===== src/rtl/canny_seq_pkg.sv =====
// Shared types and defaults for the Canny frame sequencer and its position counters.
package canny_seq_pkg;

   localparam int PIX_W     = 8;
   localparam int IMG_W_DEF = 512;
   localparam int IMG_H_DEF = 512;

   typedef enum logic [1:0] {
      ST_IDLE   = 2'd0,
      ST_STREAM = 2'd1,
      ST_FLUSH  = 2'd2,
      ST_DONE   = 2'd3
   } seq_state_t;

endpackage


===== src/rtl/canny_xy_counter.sv =====
// Column/row position counter: column wraps at W-1, row saturates at H-1,
// term flags the last pixel position of the frame.
module canny_xy_counter #(
   parameter int W = 8,
   parameter int H = 4
) (
   input  logic                 clk,
   input  logic                 rst,
   input  logic                 clr,
   input  logic                 inc,
   output logic [$clog2(W)-1:0] col,
   output logic [$clog2(H)-1:0] row,
   output logic                 term
);

   localparam int CW = $clog2(W);
   localparam int RW = $clog2(H);

   logic col_wrap;
   logic row_last;

   assign col_wrap = (col == CW'(W - 1));
   assign row_last = (row == RW'(H - 1));
   assign term     = col_wrap && row_last;

   always_ff @(posedge clk or posedge rst) begin
      if (rst) begin
         col <= '0;
         row <= '0;
      end else if (clr) begin
         col <= '0;
         row <= '0;
      end else if (inc) begin
         if (col_wrap) begin
            col <= '0;
            if (!row_last) row <= row + 1'b1;
         end else begin
            col <= col + 1'b1;
         end
      end
   end

endmodule


===== src/rtl/canny_frame_sequencer.sv =====
// Frame sequencer around the Canny edge datapath: streams one frame in, drains the
// datapath with zero pixels, and forwards exactly IMG_W*IMG_H results with their position.
// Optional watchdog is compiled in with CANNY_SEQ_WATCHDOG_EN.
//
// state  | meaning
// IDLE   | waiting for start
// STREAM | accepting source pixels into the datapath
// FLUSH  | feeding zeros until all results are out or FLUSH_MAX cycles pass
// DONE   | one-cycle completion pulse
module canny_frame_sequencer
   import canny_seq_pkg::*;
#(
   parameter int IMG_W     = IMG_W_DEF,
   parameter int IMG_H     = IMG_H_DEF,
   parameter int FLUSH_MAX = 2*IMG_W + 16,
   parameter int WDOG_CYC  = 4096
) (
   input  logic                     clk,
   input  logic                     rst,
   input  logic                     start,
   output logic                     busy,
   output logic                     done,
   output logic                     error,
   input  logic [PIX_W-1:0]         s_pixel,
   input  logic                     s_valid,
   output logic                     s_ready,
   output logic [PIX_W-1:0]         dp_pixel,
   output logic                     dp_valid,
   input  logic [PIX_W-1:0]         dp_out_pixel,
   input  logic                     dp_out_valid,
   output logic [PIX_W-1:0]         m_pixel,
   output logic                     m_valid,
   output logic [$clog2(IMG_H)-1:0] out_row,
   output logic [$clog2(IMG_W)-1:0] out_col
);

   localparam int FW = $clog2(FLUSH_MAX + 1);
   localparam int CW = $clog2(IMG_W);
   localparam int RW = $clog2(IMG_H);

   seq_state_t state, state_next;

   logic          frame_go;
   logic          xfer;
   logic          accept;
   logic          in_term;
   logic          out_term;
   logic          out_full;
   logic          flush_hit;
   logic          wdog_hit;
   logic [FW-1:0] flush_cnt;
   logic [CW-1:0] in_col, oc_col;
   logic [RW-1:0] in_row, oc_row;
   logic          unused_in_pos;

   assign frame_go  = (state == ST_IDLE) && start;
   assign xfer      = (state == ST_STREAM) && s_valid;
   // Results are only taken while a frame is active and the quota is not yet met.
   assign accept    = ((state == ST_STREAM) || (state == ST_FLUSH)) && dp_out_valid && !out_full;
   assign flush_hit = (flush_cnt == FW'(FLUSH_MAX - 1));

   assign unused_in_pos = ^{in_col, in_row};

   canny_xy_counter #(.W(IMG_W), .H(IMG_H)) u_in_cnt (
      .clk  (clk),
      .rst  (rst),
      .clr  (frame_go),
      .inc  (xfer),
      .col  (in_col),
      .row  (in_row),
      .term (in_term)
   );

   canny_xy_counter #(.W(IMG_W), .H(IMG_H)) u_out_cnt (
      .clk  (clk),
      .rst  (rst),
      .clr  (frame_go),
      .inc  (accept),
      .col  (oc_col),
      .row  (oc_row),
      .term (out_term)
   );

   always_ff @(posedge clk or posedge rst) begin
      if (rst) state <= ST_IDLE;
      else     state <= state_next;
   end

   always_comb begin
      state_next = state;
      case (state)
         ST_IDLE:   if (start) state_next = ST_STREAM;
         ST_STREAM: begin
            if (wdog_hit)              state_next = ST_DONE;
            else if (xfer && in_term)  state_next = ST_FLUSH;
         end
         ST_FLUSH:  if (wdog_hit || out_full || flush_hit) state_next = ST_DONE;
         ST_DONE:   state_next = ST_IDLE;
         default:   state_next = ST_IDLE;
      endcase
   end

   always_comb begin
      s_ready = (state == ST_STREAM);
      busy    = (state == ST_STREAM) || (state == ST_FLUSH);
      done    = (state == ST_DONE);
   end

   // Zero padding stops on the last FLUSH cycle so nothing leaks into DONE.
   always_ff @(posedge clk or posedge rst) begin
      if (rst) begin
         dp_pixel <= '0;
         dp_valid <= 1'b0;
      end else if (xfer) begin
         dp_pixel <= s_pixel;
         dp_valid <= 1'b1;
      end else begin
         dp_pixel <= '0;
         dp_valid <= (state == ST_FLUSH) && (state_next == ST_FLUSH);
      end
   end

   always_ff @(posedge clk or posedge rst) begin
      if (rst)                    flush_cnt <= '0;
      else if (frame_go)          flush_cnt <= '0;
      else if (state == ST_FLUSH) flush_cnt <= flush_cnt + 1'b1;
   end

   // out_row/out_col capture the position of the result being forwarded.
   always_ff @(posedge clk or posedge rst) begin
      if (rst) begin
         m_pixel  <= '0;
         m_valid  <= 1'b0;
         out_row  <= '0;
         out_col  <= '0;
         out_full <= 1'b0;
      end else if (frame_go) begin
         m_pixel  <= '0;
         m_valid  <= 1'b0;
         out_row  <= '0;
         out_col  <= '0;
         out_full <= 1'b0;
      end else begin
         m_valid <= accept;
         m_pixel <= accept ? dp_out_pixel : '0;
         if (accept) begin
            out_col <= oc_col;
            out_row <= oc_row;
            if (out_term) out_full <= 1'b1;
         end
      end
   end

`ifdef CANNY_SEQ_WATCHDOG_EN
   localparam int WW = $clog2(WDOG_CYC + 1);

   logic [WW-1:0] wdog_cnt;
   logic          quiet;

   assign quiet    = busy && !m_valid && !xfer;
   assign wdog_hit = quiet && (wdog_cnt == WW'(WDOG_CYC - 1));

   always_ff @(posedge clk or posedge rst) begin
      if (rst) begin
         wdog_cnt <= '0;
         error    <= 1'b0;
      end else begin
         if (frame_go)      error <= 1'b0;
         else if (wdog_hit) error <= 1'b1;
         if (quiet) wdog_cnt <= wdog_cnt + 1'b1;
         else       wdog_cnt <= '0;
      end
   end
`else
   assign wdog_hit = 1'b0;
   assign error    = 1'b0;
`endif

endmodule


===== config.mk =====
export PLATFORM = sky130hd
export DESIGN_NAME = canny_frame_sequencer
export DESIGN_NICKNAME = d
export VERILOG_FILES = /design/src/rtl/canny_seq_pkg.sv /design/src/rtl/canny_xy_counter.sv /design/src/rtl/canny_frame_sequencer.sv
export SDC_FILE = /design/constraint.sdc
export NUM_CORES = 1
export LEC_CHECK = 0
export BUFFER_PORTS_ARGS = -buffer_cell sky130_fd_sc_hd__buf_4
export CAP_MARGIN = 20
export CORE_ASPECT_RATIO = 0.8
export CORE_UTILIZATION = 56
export DETAILED_ROUTE_END_ITERATION = 6
export HOLD_SLACK_MARGIN = 0.03
export PLACE_DENSITY = 0.9
export SLEW_MARGIN = 20
export SYNTH_ARGS = -nofsm -noshare
export SYNTH_HDL_FRONTEND = slang
export SYNTH_SLANG_ARGS = --single-unit

===== constraint.sdc =====
create_clock -name clk -period 2.72 [get_ports clk]
set_clock_uncertainty 0.15 [all_clocks]
set_input_delay 0.136 -clock clk [delete_from_list [all_inputs] [get_ports clk]]
set_output_delay 0.136 -clock clk [all_outputs]
set_load 0.02 [all_outputs]

Word-level counts from Yosys, hierarchy flattened
Cells that the tools add are included.
{"block": "totals", "reg_bits": 86, "latchBits": 0, "mem_bits_rw": 0, "mem_bits_ro": 0, "in_bits": 21, "output_inout_bits": 40, "wordCells": 82, "memories": 0}
{"block": "classes", "add_sub_neg": 5, "n_mul": 0, "div": 0, "n_lt_le_gt_ge": 0, "eq_ne": 11, "shift": 0, "n_mux": 32, "n_bitwise": 0, "n_reduce_logical": 21}
{"cell": "9-bit 2-to-1 mux", "count": 18}
{"cell": "9-bit by 1-bit adder with 9-bit output (second input constant)", "count": 4}
{"cell": "9-bit == test (second input constant)", "count": 4}
{"cell": "8-bit 2-to-1 mux", "count": 3}
{"cell": "11-bit 2-to-1 mux", "count": 2}
{"cell": "2-bit nonzero test", "count": 6}
{"cell": "11-bit by 1-bit adder with 11-bit output (second input constant)", "count": 1}
{"cell": "11-bit == test (second input constant)", "count": 1}
{"cell": "1-bit logical AND", "count": 8}
{"cell": "2-bit case mux with 4 select lines", "count": 1}
{"cell": "2-bit == test (second input constant)", "count": 3}
{"cell": "2-bit 2-to-1 mux", "count": 3}
{"cell": "3-bit AND reduction", "count": 2}
{"cell": "1-bit 2-to-1 mux", "count": 5}
{"cell": "2-bit != test (second input constant)", "count": 2}
{"cell": "2-bit by 1-bit == test with 1-bit output (second input constant)", "count": 1}
{"cell": "2-bit zero test", "count": 1}
{"cell": "1-bit logical OR", "count": 2}
{"cell": "2-bit AND reduction", "count": 1}
{"cell": "1-bit zero test", "count": 1}

Depth between registers and ports, before layout
Gate-level depths: netlist of the first run.
{"block": "logic_depth", "ltp_word": 8, "ltp_mapped": 10}

Hierarchy
Synthesis of the first run repeated with hierarchy kept, for this count alone.
{"block": "hier_totals", "hier_cells": 395, "area_unflattened_um2": 4026.4}
{"module": "canny_frame_sequencer", "n_inst": 1, "cells_per_inst": 203, "area_each_um2": 2079.5}
{"module": "canny_xy_counter", "n_inst": 2, "cells_per_inst": 96, "area_each_um2": 973.4}

Worst setup path after synthesis of the first run
No wires, ideal clock.
{"block": "synth_timing", "kind": "register -> register", "from": "reg u_out_cnt.col[0]", "to": "reg u_out_cnt.col[2]", "setup_time_ns": 0.064, "arrival_time_ns": 2.157, "setup_slack_ns": 0.349, "stages_incl_launch_ff": 10, "n_path_buf": 1, "synth_period_minus_slack_ns": 2.371, "path_cell_list": "dfrtp_1 > ha_1 > and3_1 > and3_1 > and3_1 > ha_1 > or3_4 > buf_6 > nor3b_2 > a21o_1"}
{"block": "synth_between", "elab_chain_cells": 4, "word_cells_on_any_way": 5}
{"item": "from (decl)", "line": "canny_xy_counter.sv:11", "text": "output logic [$clog2(W)-1:0] col,"}
{"item": "from (signal assigned)", "line": "canny_xy_counter.sv:38", "text": "col <= col + 1'b1;"}
{"item": "9-bit by 1-bit adder with 9-bit output / 9-bit == test (equally long branches)", "line": "canny_xy_counter.sv:38, canny_xy_counter.sv:22"}
{"item": "9-bit 2-to-1 mux (*)", "line": "canny_xy_counter.sv:34", "text": "if (col_wrap) begin"}
{"item": "9-bit 2-to-1 mux (*)", "line": "canny_xy_counter.sv:33", "text": "end else if (inc) begin"}
{"item": "9-bit 2-to-1 mux (*)", "line": "canny_xy_counter.sv:30", "text": "end else if (clr) begin"}
Mark *: on every way between the ends. The rest lies on a longest branch, timed or not. The select of a mux whose other input is x is not followed.
A chain may end at the register's enable or synchronous reset.

Worst setup path in the final report of the first run
{"block": "layout_timing", "from": "reg u_in_cnt.col[0]", "to": "reg u_in_cnt.row[3]"}
{"block": "layout_between", "elab_chain_cells": 3}
{"item": "from (decl)", "line": "canny_xy_counter.sv:11"}
{"item": "from (signal assigned)", "line": "canny_xy_counter.sv:38"}
{"item": "9-bit == test", "line": "canny_xy_counter.sv:22", "text": "assign col_wrap = (col == CW'(W - 1));"}
{"item": "2-bit nonzero test (no source line)"}
{"item": "3-bit AND reduction (no source line)"}
{"item": "to (signal assigned)", "line": "canny_xy_counter.sv:36", "text": "if (!row_last) row <= row + 1'b1;"}
{"item": "to (decl)", "line": "canny_xy_counter.sv:12", "text": "output logic [$clog2(H)-1:0] row,"}
Every way passes these cells.

==> summary.txt, run 1 <==
Setup path
  – CP Launch Type: register
  – CP max FO: 9
  – Critical path class: register to register
  – Critical path's largest stage delay: 0.45 ns
  – CP required: 2.82 ns
  – Worst EP arrival: 2.64 ns
  – Critical path's slowest cell: and4b_1
  – Worst setup EP type: register
  – Worst path cell trace: ha_1, nand3_1, nor2_1, and3_1, ha_1, and4b_1, nand3_1, xor2_1, nor2_1

Power and ir drop
  – Leak: 0.00248 uW
  – Post-layout total power: approximately 2500 uW
  – Worst vdd ir: 360 uV
  – PwrDens: 519 nW/um^2

Logic synthesis
  – Post-Syn Area: a little under 4000 um^2
  – Mapped Avg Cell Area: 11.0 um^2
  – Yosys cell types: 47
  – Primary FF master, synth: dfrtp_1
  – Post-synthesis mux area share: 0.771%
  – Post-synthesis xor/xnor area fraction: 5.62%
  – Ys async rst share: 100%
  – Register area share after synthesis: 55.2%
  – Adder-cell share of the synthesized area: 4.50%
  – YS warnings: 0
  – Largest family of logic cells by synthesized area: simple AND/OR/NAND/NOR gates
  – Compound-Gate Fraction of Synth Area: a little under an eighth
  – Syn_nets: 389
  – Cells after Synth: between 300 and 400
  – Area share of and/or/nand/nor cells after synthesis: 19.8%
  – Flops & latches, synth: 86
  – EDFF count, synth: 0

Drt
  – Total number of vias: a little over 3,000
  – Vias per cell: approximately 5.7
  – Total Wirelength: 8440 um
  – # DRC: 0
  – Drt first pass iters: 4
  – DRT iter0 DRCs: ~220
  – Detail Route Antenna Nets: 0
  – Avg WL per Cell: 16.0 um

Min path
  – Worst Hold Class: input port to asynchronous set/reset pin

Floorplan
  – Rows: 26
  – Die width: approximately 95 um
  – Top Ports: 61
  – Initial cell density of the core: between 50% and 60%
  – Die height: 76.6 um
  – Core ar.: 6540 um^2
  – Die ar.: 7300 um^2

Finish
  – Syn-to-layout area delta: 25.7%
  – Post-route design area: 4900 um^2
  – Count of nets after finishing: 474
  – Antenna diode count: 0
  – Fraction of layout cells with a size suffix above 1: 20.0%

STA
  – Final Slew Violations: 0
  – Relative slew slack: between 30% and 40%
  – Max Freq: 393 MHz
  – Post-route setup slack: 0.172 ns
  – Final setup fails: 0
  – Worst hold margin: 0.277 ns
  – Tmin final: 2.55 ns
  – Hold Fails Final Rpt: 0
  – Worst slew pin tran: 0.900 ns
  – RSZ-0062 raised after global routing: no
  – Period utilization: between 90% and 100%
  – Final setup TNS: 0 ns

Clocking
  – Clk Latency, worst-skew pair: around 0.36 ns
  – CTS tree: done
  – H-tree depth: 3
  – Worst-case clock buffer depth: 2
  – Clk sink count: between 80 and 90
  – Clock slew at reported path FFs: 0.09 ns
  – Postcts setup bufs: 0
  – Clock root cell: clkbuf_8
  – CTS buffer count: 9

Global routing
  – Number of global-route vias before repair: 2,937
  – First-pass GRT wire length: 14,100 um
  – Largest net degree at the start of global routing: 49
  – GRT Util Overall: roughly a quarter
  – Initial antenna violation count: 0
  – Global route overflow: 0

Flow run
  – Max cap viols: 0

Placed design
  – DPL Wire Length: 5570 um
  – Cell Area, Placed: 4400 um^2
  – RD Place Congestion: 0.870
  – IO buf count: 59
  – Setup WS pre-CTS: 0.110 ns

Status
  – Outcome: finished, final reports clean
[cells in the final DEF (no fill, tap or decap), drive strengths merged, types with 3 or more instances in the layout]
cell type    instances
xnor2                7
o21ai               19
and4                 5
dfrtp               86
nor3b                4
nand2               22
clkbuf              10
nand4               10
clkinvlp             3
nor2b                3
nor3                 6
buf                 62
a21oi               10
inv                  4
dlygate4sd3         28
and3                24
and2                 3
ha                  14
or3                  3
xor2                18
nor2                36
a21o                 4
o31ai                3
a22o                20
mux2i                3
nand3               13
nand2b               3
[synthesized netlist by cell type, drive strengths merged (2+ instances only)]
| master | count | area (um^2) |
|---|---|---|
| clkbuf | 3 | 11.3 |
| nor2 | 36 | 138 |
| nand3 | 13 | 65.1 |
| and4b | 2 | 20.0 |
| nand2b | 3 | 18.8 |
| a41oi | 2 | 17.5 |
| xnor2 | 7 | 61.3 |
| and4 | 5 | 43.8 |
| a22o | 20 | 175 |
| o21ai | 19 | 95.1 |
| dfrtp | 86 | 2150 |
| and3 | 24 | 150 |
| and2 | 3 | 21.3 |
| nor4 | 2 | 12.5 |
| nor3b | 4 | 40.0 |
| nand4 | 10 | 62.6 |
| o31ai | 3 | 22.5 |
| o2111ai | 2 | 17.5 |
| a21oi | 10 | 50.1 |
| ha | 14 | 175 |
| nor3 | 6 | 30.0 |
| nor2b | 3 | 18.8 |
| a21o | 4 | 30.0 |
| or3 | 3 | 23.8 |
| xor2 | 18 | 158 |
| inv | 4 | 15.0 |
| mux2i | 3 | 30.0 |
| buf | 13 | 70.1 |
| nand2 | 22 | 82.6 |
[critical path, delay by kind of cell, from the launching register on]
| family | cells | cell delay, ns |
|---|---|---|
| flip-flops | 1 | 0.43 |
| adder cells (fa/ha/maj) | 2 | 0.47 |
| XOR/XNOR | 1 | 0.19 |
| AND/OR/NAND/NOR | 6 | 1.20 |
[stage by stage]
stage                     cells  utilization (%)
final                       528             74.9
after global routing        528             74.9
after CTS                   528             74.8
after detailed placement    484             67.3
after global placement      484             67.3
after floorplan             354                -
[final timing paths]
path | from | end | slack (ns) | depth (start not counted)
hold reg to reg | u_in_cnt.col[7] | u_in_cnt.col[7] | 0.34 | 1
max in group asynchronous | rst | m_pixel[0] | 1.49 | 4
min in group clk | u_in_cnt.col[7] | u_in_cnt.col[7] | 0.34 | 1
setup reg to reg | u_in_cnt.col[0] | u_in_cnt.row[3] | 0.17 | 9
setup / recovery | u_in_cnt.col[0] | u_in_cnt.row[3] | 0.17 | 9
hold / removal | rst | u_out_cnt.row[2] | 0.28 | 3
[final cells by class]
cell class | instances | area (um^2)
clock buffer | 10 | 138
clock inverter | 6 | 70.1
fill | 419 | 1640
inverter | 4 | 16.3
multi-input combinational | 248 | 1660
sequential | 86 | 2150
tap | 84 | 105
timing repair buffer | 90 | 758
[flip-flops by register name, indices dropped and copies added (netlist names)]
signal         count
u_in_cnt.col       9
state              2
dp_pixel           8
out_full           1
m_pixel            8
u_in_cnt.row       9
out_col            9
dp_valid           1
out_row            9
m_valid            1
flush_cnt         11
u_out_cnt.col      9
u_out_cnt.row      9
[where the power goes]
| group | total, uW | switching, uW | internal, uW |
|---|---|---|---|
| Sequential | 1380 | 50.1 | 1330 |
| Clock | 920 | 467 | 453 |
| Combinational | 246 | 128 | 118 |
[what timing repair did]
| item | in CTS | in global routing |
|---|---|---|
| endpoints found under the hold margin | 57 | 0 |
| gates resized for setup | 0 | 2 |
| hold buffers | 28 | 0 |
| setup endpoints to repair | 0 | 1 |
[per-layer routing]
metal  GRT usage, %  vias to the layer above  routed length [um]
li1               -                     1454                   -
met1           34.5                     1453                3670
met2           38.9                      106                4060
met3           6.19                       16                 568
met4           8.79                        0                 136
met5              0                        -                   0
[kinds of logic (layout without fill, tap and decap cells)]
kind of cell	count (synthesis)	after routing
mux	3	3
simple gates	140	140
flops	86	86
other cells	1	1
buf+inv	20	110
fa+ha+maj	14	14
xor+xnor	25	25
compound gates	65	65
Power figures use the tool's default switching activity.
==> inputs of run 2 (changes only) <==
Settings changed: GPL_TIMING_DRIVEN from default to 0.
==> run 2 against run 1 <==
  * Via count increased by 1.8%
  * First-iteration DRC count increased by 33%
  * Total power decreased by 1.1%
  * Clock power decreased by 3.3%
  * Sequential power about the same
  * Clock-buffer cell count decreased by 1
  * Non-clock buffer count increased by 6
  * Largest power group unchanged
  * Highest routed layer unchanged
==> summary.txt, run 2 (synthesis results as in run 1) <==
Status
  – Outcome: finished, final reports clean

Power and ir drop
  – Worst vdd ir: 368 uV (+2.3%)
  – PwrDens: 516 nW/um^2 (-0.69%)
  – Leak: 0.00247 uW (-0.63%)
  – Post-layout total power: 2520 uW (-1.1%)

Floorplan
  – Core ar.: 6540 um^2 (unchanged)
  – Die height: 76.6 um (unchanged)
  – Initial cell density of the core: 59.6% (unchanged)
  – Die width: 95.3 um (unchanged)
  – Die ar.: 7300 um^2 (unchanged)
  – Rows: 26 (unchanged)
  – Top Ports: 61 (unchanged)

Drt
  – Detail Route Antenna Nets: 0 (unchanged)
  – Vias per cell: 5.79 (+0.86%)
  – Total Wirelength: 8340 um (-1.2%)
  – Avg WL per Cell: 15.6 um (-2.1%)
  – # DRC: 0 (unchanged)
  – Drt first pass iters: 5 (+1)
  – DRT iter0 DRCs: 285 (+33%)
  – Total number of vias: 3,084 (+1.8%)

Setup path
  – Worst path cell trace: ha_1, and3_1, and3_1, and3_1, ha_1, or3_4, buf_6, nor3b_2, a21o_1
  – CP max FO: 10 (+1)
  – RR Endpoint: u_out_cnt.col[2]
  – Critical path's slowest cell: dfrtp_2
  – End of the critical path: u_out_cnt.col[2]
  – Critical path's largest stage delay: 0.45 ns (about the same)
  – Worst EP arrival: 2.73 ns (+0.09 ns)
  – Crit path buffers/inverters: 1 (+1)
  – R2r startpoint: u_out_cnt.col[0]
  – CP Launch Type: register
  – CP required: 2.88 ns (+0.06 ns)
  – Critical path class: register to register
  – Critical Path Source: u_out_cnt.col[0]
  – Worst path depth: 9 (unchanged)
  – R2R setup slack: 0.15 ns (-0.03 ns)
  – CP most frequent cell: and3_1
  – Worst setup EP type: register
  – FF-to-FF path depth: 9 (unchanged)
  – Top delay family on crit path: simple AND/OR/NAND/NOR gates

Finish
  – Most frequent cells in the layout: dfrtp_1 (85), buf_4 (60), nor2_1 (35), and3_1 (24), nand2_1 (22)
  – Post-Layout Cell Count: 533 (+0.95%)
  – Layout fillers: 421 (+0.48%)
  – Fraction of layout cells with a size suffix above 1: 21.2% (+1.1 points)
  – Final Util: 74.6% (-0.29 points)
  – Top reg by flops: flush_cnt
  – Syn-to-layout area delta: 25.2%
  – Antenna diode count: 0 (unchanged)
  – Commonest non-fill, non-tap cell in the layout: dfrtp_1
  – Count of nets after finishing: 480 (+1.3%)
  – Post-route design area: 4880 um^2 (-0.38%)
  – Max reg flops: 11 (unchanged)

Global routing
  – Largest net degree at the start of global routing: 60 (+22%)
  – GRT Util Overall: 25.2% (about the same)
  – Initial antenna violation count: 0 (unchanged)
  – Global route overflow: 0 (unchanged)
  – Number of global-route vias before repair: 3,005 (+2.3%)
  – First-pass GRT wire length: 13,900 um (-1.5%)

Clocking
  – Clock root cell: clkbuf_8
  – H-tree depth: 3 (unchanged)
  – Clock slew at reported path FFs: 0.09 ns (about the same)
  – Clk Latency, worst-skew pair: 0.36 ns (about the same)
  – Worst-case clock buffer depth: 2 (unchanged)
  – Clk sink count: 86 (unchanged)
  – CTS tree: done
  – CTS buffer count: 9 (unchanged)
  – Postcts setup bufs: 0 (unchanged)

Min path
  – Worst Hold Class: input port to asynchronous set/reset pin

STA
  – Final setup fails: 0 (unchanged)
  – Max Freq: 388 MHz (-1.0%)
  – Worst slew pin tran: 0.576 ns (-0.324 ns)
  – RSZ-0062 raised after global routing: no
  – Tmin final: 2.57 ns (+0.0268 ns)
  – Period utilization: 94.6% (+0.98 points)
  – Hold Fails Final Rpt: 0 (unchanged)
  – Final Slew Violations: 0 (unchanged)
  – Relative slew slack: 61.6% (+22 points)

Placed design
  – DP Cell Count: 498 (+2.9%)
  – DPL Wire Length: 5670 um (+1.8%)
  – RD Place Congestion: 0.808 (-7.1%)
  – Cell Area, Placed: 4470 um^2 (+1.6%)
  – IO buf count: 59 (unchanged)

Flow run
  – Max cap viols: 0 (unchanged)
[run 2: cell types whose count changed in the layout (fill, tap and decap cells not counted), sizes merged]
cell         before  now
clkbuf           10   12
dlygate4sd3      28   20
buf              62   73
inv               4    5
clkinv            2    1
[run 2: area by class of cell]
| class | instances | area (um^2) | share of cell area (%) |
|---|---|---|---|
| repair buffers | 80 | 671 | 13.7 |
| multi-input cells | 248 | 1650 | 33.9 |
| flip-flops and latches | 86 | 2150 | 44.1 |
| clock inverters | 6 | 72.6 | 1.49 |
| plain buffers | 16 | 81.3 | 1.67 |
| well taps | 84 | 105 | 2.15 |
| inverters | 4 | 17.5 | 0.359 |
| clock buffers | 9 | 124 | 2.54 |
[run 2: metrics by stage]
| step | worst slack, ns | hold slack, ns | setup TNS [ns] |
|---|---|---|---|
| finish | 0.146 | 0.159 | 0 |
| global route | 0.0208 | 0.190 | 0 |
| CTS | 0.149 | 0.153 | 0 |
| detailed placement | 0.178 | -0.00114 | 0 |
| global placement | -0.629 | 0.219 | -53.70 |
| floorplan | 0.212 | 0.139 | 0 |
[run 2: worst min-delay path by stage]
stage | start | endpoint | slack [ns]
after floorplan | dp_out_pixel[0] | m_pixel[0] | 0.14
after global placement | dp_out_pixel[0] | m_pixel[0] | 0.22
after detailed placement | rst | dp_pixel[7] | -0.001
after CTS | rst | out_row[0] | 0.15
after global routing | rst | out_row[0] | 0.19
final | rst | out_row[0] | 0.16
[run 2: power by group]
| group | internal [uW] | switching (uW) |
|---|---|---|
| Clock | 426 | 463 |
| Sequential | 1330 | 48.9 |
| Combinational | 122 | 128 |
[run 2: tightest hold or removal path: cells and delay by family]
kind / cells / cell delay [ns]
buf+inv: 3 / 0.95
[run 2: repair_timing]
action	CTS	global route
hold buffers	20	0
endpoints found under the hold margin	105	0
setup endpoints to repair	0	1
resized for setup	0	2
[run 2: per-layer routing]
layer  track usage [%]  part of all wire (%)  wire length (um)
met1              33.2                    44              3630
met2              39.4                    46              3870
met3              6.39                   7.3               608
met4              10.5                   2.7               225
met5                 0                     0                 0
==> inputs of run 3 (changes only) <==
Settings changed: CTS_BUF_LIST from default to sky130_fd_sc_hd__clkbuf_16.
==> run 3 against run 2 <==
  * Clock-buffer cell count is the same
  * Sequential share of layout area shrank 0.78 points
  * Cell area grew 1.8%
  * First-iteration DRC count grew 2.5%
  * Total power grew 13%
  * Register-to-register slack is essentially flat
  * Critical endpoint is now u_out_cnt.col[4]
==> summary.txt, run 3 (synthesis results as in run 1) <==
Status
  – Outcome: finished, final reports clean

Global routing
  – Number of global-route vias before repair: 3,029 (+0.80%)
  – Largest net degree at the start of global routing: 60 (unchanged)
  – GRT met3 Usage: 7.09% (+0.70 points)
  – Initial antenna violation count: 0 (unchanged)
  – Grt met1 use: 33.5% (+0.26 points)
  – GR peak layer: met2
  – GRT Util Overall: 25.4% (+0.22 points)
  – First-pass GRT wire length: 14,100 um (+1.5%)
  – Met2 usage: 40.6% (+1.2 points)
  – Global route overflow: 0 (unchanged)

Clocking
  – CTS buffer count: 9 (unchanged)
  – Clock root cell: clkbuf_16
  – Postcts setup bufs: 0 (unchanged)
  – Worst-case clock buffer depth: 2 (unchanged)
  – Clock slew at reported path FFs: 0.06 ns (-0.03 ns)
  – Clk sink count: 86 (unchanged)
  – CTS tree: done
  – Clk Latency, worst-skew pair: 0.34 ns (-0.02 ns)
  – H-tree depth: 3 (unchanged)

Floorplan
  – Die height: 76.6 um (unchanged)
  – Initial cell density of the core: 59.6% (unchanged)
  – Core ar.: 6540 um^2 (unchanged)
  – Rows: 26 (unchanged)
  – Top Ports: 61 (unchanged)
  – Die ar.: 7300 um^2 (unchanged)
  – Die width: 95.3 um (unchanged)

Min path
  – Worst Hold Class: input port to register
  – Hold_sp: start
  – Hold endpoint: state[1]
  – Hold Path Depth: 3

Finish
  – Commonest non-fill, non-tap cell in the layout: dfrtp_1
  – Count of nets after finishing: 479 (-0.21%)
  – Most frequent cells in the layout: dfrtp_1 (85), buf_4 (60), nor2_1 (35), and3_1 (24), nand2_1 (22)
  – Fraction of layout cells with a size suffix above 1: 21.2% (+0.047 points)
  – Top reg by flops: flush_cnt
  – Max reg flops: 11 (unchanged)
  – Antenna diode count: 0 (unchanged)
  – Syn-to-layout area delta: 27.5%
  – Layout fillers: 398 (-5.5%)

Setup path
  – CP most frequent cell: and3_1
  – Worst setup EP type: register
  – CP Launch Type: register
  – R2R setup slack: 0.15 ns (about the same)
  – CP required: 2.83 ns (-0.05 ns)
  – FF-to-FF path depth: 9 (unchanged)
  – Worst path cell trace: ha_1, and3_1, and3_1, and3_1, ha_2, or3_4, buf_6, o21ai_1, o2bb2ai_1
  – Critical path's slowest cell: dfrtp_2
  – Critical path class: register to register
  – CP max FO: 10 (unchanged)
  – Worst EP arrival: 2.67 ns (-0.06 ns)
  – R2r startpoint: u_out_cnt.col[0]
  – RR Endpoint: u_out_cnt.col[4]
  – Critical path's largest stage delay: 0.45 ns (about the same)

Drt
  – Vias per cell: 5.88 (+1.6%)
  – Drt first pass iters: 5 (unchanged)
  – # DRC: 0 (unchanged)
  – DRT iter0 DRCs: 292 (+2.5%)
  – Avg WL per Cell: 16.1 um (+2.9%)
  – Total number of vias: 3,129 (+1.5%)
  – Total Wirelength: 8560 um (+2.7%)
  – Detail Route Antenna Nets: 0 (unchanged)

STA
  – Tmin final: 2.57 ns (-0.00930 ns)
  – Relative slew slack: 61.9% (+0.27 points)
  – Worst slew pin tran: 0.572 ns (-0.00407 ns)
  – Final setup TNS: 0 ns (unchanged)
  – Hold Fails Final Rpt: 0 (unchanged)
  – Max Freq: 390 MHz (+0.36%)
  – Period utilization: 94.3% (-0.34 points)
  – Final setup fails: 0 (unchanged)
  – RSZ-0062 raised after global routing: no
  – Final Slew Violations: 0 (unchanged)

Power and ir drop
  – Worst vdd ir: 360 uV (-2.3%)
  – Post-layout total power: 2840 uW (+13%)
  – Leak: 0.00251 uW (+1.6%)
  – PwrDens: 573 nW/um^2 (+11%)

Flow run
  – Max cap viols: 0 (unchanged)

Placed design
  – DPL Wire Length: 5670 um (unchanged)
  – IO buf count: 59 (unchanged)
  – RD Place Congestion: 0.808 (unchanged)
[run 3: changes by cell type in the layout (fill, tap and decap cells not counted), sizes merged]
cell / previous run / this run
dlygate4sd3: 20 / 19
[run 3: worst max path at each step]
stage,start,to,slack (ns),cells past startpoint
floorplan,rst,dp_pixel[0],0.21,1
global placement,rst,m_pixel[6],-0.63,2
detailed placement,u_out_cnt.col[0],u_out_cnt.col[6],0.18,9
CTS,u_out_cnt.col[0],u_out_cnt.col[4],0.12,9
global route,u_in_cnt.col[0],u_in_cnt.row[6],0.03,10
finish,u_out_cnt.col[0],u_out_cnt.col[4],0.15,9
[run 3: routing by layer]
| layer | vias up | wire length (um) |
|---|---|---|
| li1 | 1458 | - |
| met1 | 1496 | 3780 |
| met2 | 151 | 4060 |
| met3 | 24 | 571 |
| met4 | 0 | 153 |
| met5 | - | 0 |
[run 3: final cells by class]
class	instances	area (um^2)	share of cell area [%]
sequential	86	2150	43.4
multi-input combinational	248	1650	33.2
timing repair buffer	79	661	13.3
clock buffer	9	225	4.54
tap	84	105	2.12
buffer	16	81.3	1.64
clock inverter	6	72.6	1.46
inverter	4	17.5	0.353
[run 3: critical path, delay by kind of cell (launching register included)]
kind	cells	cell delay [ns]
AO/OA/AOI/OAI	2	0.28
adder cells (fa/ha/maj)	2	0.44
flip-flops	1	0.45
buffers and inverters	1	0.15
AND/OR/NAND/NOR	4	1.03
[run 3: per-stage QoR]
| step | util [%] | hold WS, ns | cell area [um^2] | setup WS, ns | std cells |
|---|---|---|---|---|---|
| after floorplan | - | 0.139 | 3900 | 0.212 | 354 |
| after global placement | 68.0 | 0.219 | 4440 | -0.629 | 497 |
| after global routing | 75.9 | 0.0611 | 4970 | 0.0263 | 532 |
| after CTS | 75.9 | 0.0365 | 4960 | 0.121 | 532 |
| after detailed placement | 68.4 | -0.00114 | 4470 | 0.178 | 498 |
| final | 75.9 | 0.0441 | 4970 | 0.155 | 532 |
[run 3: what timing repair did]
item | 4_1_cts | 5_1_grt
hold endpoints to repair | 70 | 0
hold buffers | 19 | 0
resized for setup | 0 | 3
endpoints found under the setup margin | 0 | 5
[run 3: report_power, final]
| group | total [uW] | leakage (uW) | internal (uW) | switching [uW] |
|---|---|---|---|---|
| combinational | 249 | 0.00121 | 121 | 128 |
| sequential | 1380 | 0.00116 | 1330 | 49.4 |
| clock | 1220 | 0.000136 | 714 | 503 |
| total | 2840 | 0.00251 | 2160 | 681 |
